## src/rtl/sonar_scheduler.sv

```systemverilog
// rtl/sonar_scheduler.sv - round-robin ultrasonic sensor scheduler with echo timing and result registers
module sonar_scheduler #(
    parameter int N_SENS   = 4,
    parameter int TRIG_CYC = 600,
    parameter int RISE_MAX = 50000,
    parameter int ECHO_MAX = 1600000,
    parameter int GAP_CYC  = 3000000
) (
    input  logic       clk,
    input  logic       rst,
    input  logic       en,
    input  logic [3:0] echo,
    output logic [3:0] trig,
    input  logic [1:0] rd_sel,
    output logic [8:0] rd_dist,
    output logic       rd_err,
    output logic       upd,
    output logic [1:0] upd_id,
    output logic       busy
);
    typedef enum logic [2:0] {S_IDLE, S_TRIG, S_WAIT_RISE, S_MEASURE, S_GAP} state_t;

    localparam logic [21:0] LP_TRIG_LAST = 22'(TRIG_CYC - 1);
    localparam logic [21:0] LP_RISE_LAST = 22'(RISE_MAX - 1);
    localparam logic [21:0] LP_GAP_LAST  = 22'(GAP_CYC - 1);
    localparam logic [20:0] LP_ECHO_MAX  = 21'(ECHO_MAX);
    localparam logic [1:0]  LP_LAST_SENS = 2'(N_SENS - 1);

    state_t          r_state, w_next;
    logic [21:0]     r_cnt;
    logic [20:0]     r_ecnt, w_ecnt_next;
    logic [1:0]      r_cur;
    logic [3:0]      r_sync1, r_sync2;
    logic [3:0][8:0] r_dist;
    logic [3:0]      r_err;
    logic            r_upd;
    logic [1:0]      r_upd_id;
    logic            w_echo, w_store, w_tmo, w_adv;
    logic [24:0]     w_prod;
    logic [8:0]      w_dist;

    assign w_echo = r_sync2[r_cur];
    assign w_prod = 25'(r_ecnt) * 25'd11;
    assign w_dist = (w_prod[24:15] > 10'd511) ? 9'd511 : w_prod[23:15];

    always_comb begin
        w_next      = r_state;
        w_ecnt_next = r_ecnt;
        w_store     = 1'b0;
        w_tmo       = 1'b0;
        w_adv       = 1'b0;
        case (r_state)
            S_IDLE: if (en) w_next = S_TRIG;
            S_TRIG: if (r_cnt == LP_TRIG_LAST) w_next = S_WAIT_RISE;
            S_WAIT_RISE: begin
                if (w_echo) begin
                    w_next      = S_MEASURE;
                    w_ecnt_next = 21'd1;
                end else if (r_cnt == LP_RISE_LAST) begin
                    w_store = 1'b1;
                    w_tmo   = 1'b1;
                    w_next  = S_GAP;
                end
            end
            S_MEASURE: begin
                if (!w_echo) begin
                    w_store = 1'b1;
                    w_next  = S_GAP;
                end else if ((r_ecnt + 21'd1) >= LP_ECHO_MAX) begin
                    // this high cycle brings the count to ECHO_MAX: overrange
                    w_store = 1'b1;
                    w_tmo   = 1'b1;
                    w_next  = S_GAP;
                end else begin
                    w_ecnt_next = r_ecnt + 21'd1;
                end
            end
            S_GAP: begin
                if (r_cnt == LP_GAP_LAST) begin
                    w_adv  = 1'b1;
                    w_next = en ? S_TRIG : S_IDLE;
                end
            end
            default: w_next = S_IDLE;
        endcase
    end

    always_ff @(posedge clk) begin
        if (rst) begin
            r_state  <= S_IDLE;
            r_cnt    <= '0;
            r_ecnt   <= '0;
            r_cur    <= '0;
            r_sync1  <= '0;
            r_sync2  <= '0;
            r_dist   <= '0;
            r_err    <= '0;
            r_upd    <= 1'b0;
            r_upd_id <= '0;
        end else begin
            r_sync1 <= echo;
            r_sync2 <= r_sync1;
            r_state <= w_next;
            r_cnt   <= (w_next != r_state || w_next == S_IDLE) ? 22'd0 : r_cnt + 22'd1;
            r_ecnt  <= w_ecnt_next;
            r_upd   <= w_store;
            if (w_store) begin
                r_upd_id       <= r_cur;
                r_dist[r_cur]  <= w_tmo ? 9'd511 : w_dist;
                r_err[r_cur]   <= w_tmo;
            end
            if (w_adv) r_cur <= (r_cur == LP_LAST_SENS) ? 2'd0 : r_cur + 2'd1;
        end
    end

    // trig decodes registered state so a reset edge drops it immediately
    assign trig    = (r_state == S_TRIG) ? (4'b0001 << r_cur) : 4'b0000;
    assign rd_dist = r_dist[rd_sel];
    assign rd_err  = r_err[rd_sel];
    assign upd     = r_upd;
    assign upd_id  = r_upd_id;
    assign busy    = (r_state != S_IDLE);
endmodule

```

## config.mk

```make
export PLATFORM = sky130hd
export DESIGN_NAME = sonar_scheduler
export DESIGN_NICKNAME = d
export VERILOG_FILES = /design/src/rtl/sonar_scheduler.sv
export SDC_FILE = /design/constraint.sdc
export NUM_CORES = 1
export LEC_CHECK = 0
export ABC_AREA = 0
export BUFFER_PORTS_ARGS = -buffer_cell sky130_fd_sc_hd__buf_2
export CAP_MARGIN = 20
export CORE_ASPECT_RATIO = 0.8
export CORE_MARGIN = 1
export CORE_UTILIZATION = 40
export DETAILED_ROUTE_END_ITERATION = 8
export GPL_ROUTABILITY_DRIVEN = 0
export PLACE_DENSITY = 0.6
export RECOVER_POWER = 100
export SYNTH_ARGS = -nofsm -noshare
export SYNTH_HDL_FRONTEND = slang
export SYNTH_SLANG_ARGS = --single-unit
```

## constraint.sdc

```tcl
create_clock -name clk -period 10.27 [get_ports clk]
set_input_delay 2.054 -clock clk [delete_from_list [all_inputs] [get_ports clk]]
set_output_delay 2.054 -clock clk [all_outputs]
set_load 0.005 [all_outputs]
```

==> qor.log <==
INFO  outcome        status=finished, violations left
INFO  outcome        violations=capacitance limit, slew limit
INFO  detailed_routing vias=5324
INFO  sta            grt_setup_unrepaired=false
INFO  cells_and_area ff_latch_area=0.00198sqmm
INFO  cells_and_area layout-drive-gt1-share=0.0915
INFO  sta            time_the_final_worst_path_needs_with_i_o_delays_and_setup=5.33ns
INFO  setup_path     crit_path_capture_type=output pin
INFO  die            placementRows=41
INFO  cells_and_area filler_cell_count=1513
INFO  cts            post-cts-setup-buffer-count=0
INFO  setup_path     required=8.22ns
INFO  logic_synthesis synth_enable_flop_cells=0
INFO  pwr            cellPowerDensity=104mW/mm^2
INFO  cts            clkSlewWorstSetupHoldPaths=0.07ns
INFO  cts            clock-sinks=99
INFO  cts            tritoncts.num_buffers=9
INFO  global_route   first_global_vias=4972
INFO  sta            timing.final.crit_share=0.519
INFO  logic_synthesis ys_seq_area_frac=0.303
INFO  logic_synthesis synth.lib_cells_used.distinct=73
INFO  placement      buffer_ports.inserted=26
INFO  sta            timing.setup.tns=0ns
INFO  logic_synthesis syn_area_per_cell=8.84squm
INFO  logic_synthesis synth_cells=739
INFO  setup_path     critical_path.max_fanout=10
INFO  global_route   antenna_found_initial=0
INFO  pwr            total_switching_power=0.168mW
INFO  detailed_routing drt-wirelength-per-cell=15.2microns
INFO  pwr            vdd_ir_drop_max=0.152mV
INFO  global_route   total_grt_usage=0.186
INFO  detailed_routing pre_antenna_drt_iters=5
INFO  detailed_routing route.detailed.vias_per_inst=5.49
INFO  detailed_routing route.detailed.drc=0
INFO  cells_and_area antenna_cells=0
INFO  logic_synthesis postSynth.asyncResetShare=0
INFO  job            cap_viol_max_count=2
INFO  cts            clock_latency=0.36ns
INFO  setup_path     timing.critical_path.from_type=primary input
INFO  sta            worst_pin_slew=2.93ns
INFO  cells_and_area flow.area_growth_from_synthesis=8.04%
INFO  pwr            netSwitchingFraction=0.228
INFO  cells_and_area final_area=0.00706sqmm
INFO  global_route   grt_start_max_net_pins=75
INFO  cts            clock_tree.root_cell=sky130_fd_sc_hd__clkbuf_16
INFO  pwr            p_leak=2.98nW
INFO  die            initial_utilization=0.412
INFO  sta            timing_hold_violations_final=0
INFO  logic_synthesis post_synth_instance_area=0.00653sqmm
INFO  sta            skew=0.00976ns
INFO  pwr            share_seq_of_total_power=0.528
INFO  die            ports=27
INFO  logic_synthesis ys_warn_count=0
INFO  die            die_area=0.0169sqmm
INFO  logic_synthesis ys_seq_elements=99
INFO  cts            cts-hold-fix-buffers=0
INFO  logic_synthesis synth_nets=815
INFO  global_route   aggregate_global_routing_overflow=0
INFO  cells_and_area multi_input_area=0.00406sqmm
INFO  detailed_routing ant_nets=0
INFO  logic_synthesis ys.flop_type=sky130_fd_sc_hd__dfxtp_1
INFO  detailed_routing routed_wl=14700microns
INFO  sta            slew_violations=98
INFO  cts            h-tree-depth=3
INFO  setup_path     critPathArrivalTime=3.28ns
INFO  global_route   grt_first_pass_wirelength=24400microns
INFO  placement      placed_cell_area=0.00681sqmm
INFO  cts            cts-root-to-sink-buffers=2
INFO  cts            ctsResizeCount=0
INFO  setup_path     critPathKind=in -> out
INFO  die            die_height=116microns
INFO  sta            timing.max_slew.rel_slack=-0.955
INFO  sta            fmaxAchievable=187MHz
INFO  cells_and_area design.final.nets=825
INFO  sta            finalSetupViolations=0
INFO  pwr            share_clk_of_total_power=0.443
INFO  die            floorplan.die.width=145microns
INFO  pwr            share_comb_of_total_power=0.028
INFO  die            core_region_area=0.0159sqmm
INFO  placement      dp_hpwl=10700microns
INFO  pwr            intPower=0.567mW
INFO  min_path       hold_class=reg -> reg
INFO  cts            tritoncts=done
INFO  detailed_routing first_iteration_detailed_routing_drc_count=375
[cells by family (layout without fill, tap and decap cells)]
family          after synthesis  count (layout)  synth area share
compound gates              143             143             0.154
xor+xnor                     27              27            0.0362
fa+ha+maj                    67              67             0.148
buf+inv                     121             136            0.0730
flops                        99              99             0.303
mux                          21              21            0.0534
simple gates                261             261             0.233
[path summary, 6_finish.rpt]
check / from / endpoint / slack [ns] / depth (start not counted)
worst max register to register: r_ecnt[3] / r_dist[34] / 5.70 / 13
worst min register to register: r_sync1[1] / r_sync2[1] / 0.44 / 1
worst max-delay path: rd_sel[1] / rd_dist[6] / 4.94 / 3
worst min-delay path: r_sync1[1] / r_sync2[1] / 0.44 / 1
[through the flow]
step           total power [mW]  utilization  hold slack [ns]  setup WS (ns)  cells
2_1_floorplan             0.413            -            0.414           5.14    739
3_3_place_gp              0.418        0.430            0.428           5.16    953
3_5_place_dp              0.418        0.430            0.426           5.15    953
4_1_cts                   0.744        0.447            0.443           5.15    969
5_1_grt                   0.763        0.445            0.466           4.52    969
6_report                  0.735        0.445            0.443           4.94    969
[worst max-delay path, stage by stage]
cell and delay, ns:
sky130_fd_sc_hd__clkbuf_1 0.51, sky130_fd_sc_hd__mux4_2 0.60, sky130_fd_sc_hd__clkbuf_1 0.12
[registers in the layout, summed over array words and instances (netlist names)]
name     cells
r_ecnt      21
r_sync1      4
r_dist      36
r_err        4
r_sync2      4
upd          1
r_state      3
upd_id       2
r_cur        2
r_cnt       22
[placed cells by master, fill, tap and decap left out, drive strengths merged, types with 3 or more instances in the layout]
| cell | instances |
|---|---|
| fa | 17 |
| xor2 | 14 |
| or3 | 8 |
| clkinv | 3 |
| nand4 | 15 |
| buf | 15 |
| a311oi | 13 |
| mux2i | 9 |
| o21a | 5 |
| a211oi | 9 |
| o211ai | 3 |
| and4 | 5 |
| a221oi | 4 |
| nor3 | 17 |
| nand2 | 44 |
| and3 | 12 |
| mux4 | 11 |
| clkbuf | 23 |
| a31oi | 3 |
| nand3 | 22 |
| nor2b | 13 |
| nand2b | 32 |
| ha | 50 |
| a32oi | 4 |
| nor3b | 4 |
| xnor2 | 13 |
| a21oi | 43 |
| inv | 94 |
| dfxtp | 99 |
| a22oi | 21 |
| nor2 | 58 |
| nor4 | 12 |
| and2 | 9 |
| o21ai | 18 |
[power groups by stage]
stage	logic, mW	clock network [mW]	registers [mW]
final	0.0208	0.326	0.388
after global routing	0.0231	0.352	0.388
after CTS	0.0214	0.334	0.388
after detailed placement	0.0214	0	0.397
after global placement	0.0206	0	0.397
after floorplan	0.0170	0	0.396
[cell type report]
type | count | share of cell area
flip-flops and latches | 99 | 0.281
multi-input cells | 519 | 0.575
clock buffers | 11 | 0.0344
inverters | 93 | 0.0495
clock inverters | 5 | 0.00532
well taps | 215 | 0.0381
repair buffers | 27 | 0.0170
[Yosys cell counts, types with 13 or more instances]
cell | n | share of area
sky130_fd_sc_hd__a21oi_1 | 43 | 0.033
sky130_fd_sc_hd__fa_1 | 17 | 0.052
sky130_fd_sc_hd__nand2_1 | 43 | 0.025
sky130_fd_sc_hd__clkbuf_1 | 19 | 0.011
sky130_fd_sc_hd__a22oi_1 | 21 | 0.024
sky130_fd_sc_hd__a311oi_1 | 13 | 0.017
sky130_fd_sc_hd__inv_1 | 93 | 0.053
sky130_fd_sc_hd__nand3_1 | 20 | 0.015
sky130_fd_sc_hd__ha_1 | 50 | 0.096
sky130_fd_sc_hd__nand2b_1 | 32 | 0.031
sky130_fd_sc_hd__o21ai_0 | 17 | 0.013
sky130_fd_sc_hd__xnor2_1 | 13 | 0.017
sky130_fd_sc_hd__nor2b_1 | 13 | 0.012
sky130_fd_sc_hd__nor2_1 | 57 | 0.033
sky130_fd_sc_hd__dfxtp_1 | 99 | 0.30
sky130_fd_sc_hd__xor2_1 | 14 | 0.019
[per-layer routing]
layer / vias up / track usage / part of all wire
met3: 7 / 0.0447 / 0.043
li1: 2625 / - / -
met4: 0 / 0.0442 / 0.0078
met2: 106 / 0.290 / 0.46
met5: - / 0 / 0
met1: 2586 / 0.258 / 0.49
(Power assumes the default switching activity.)
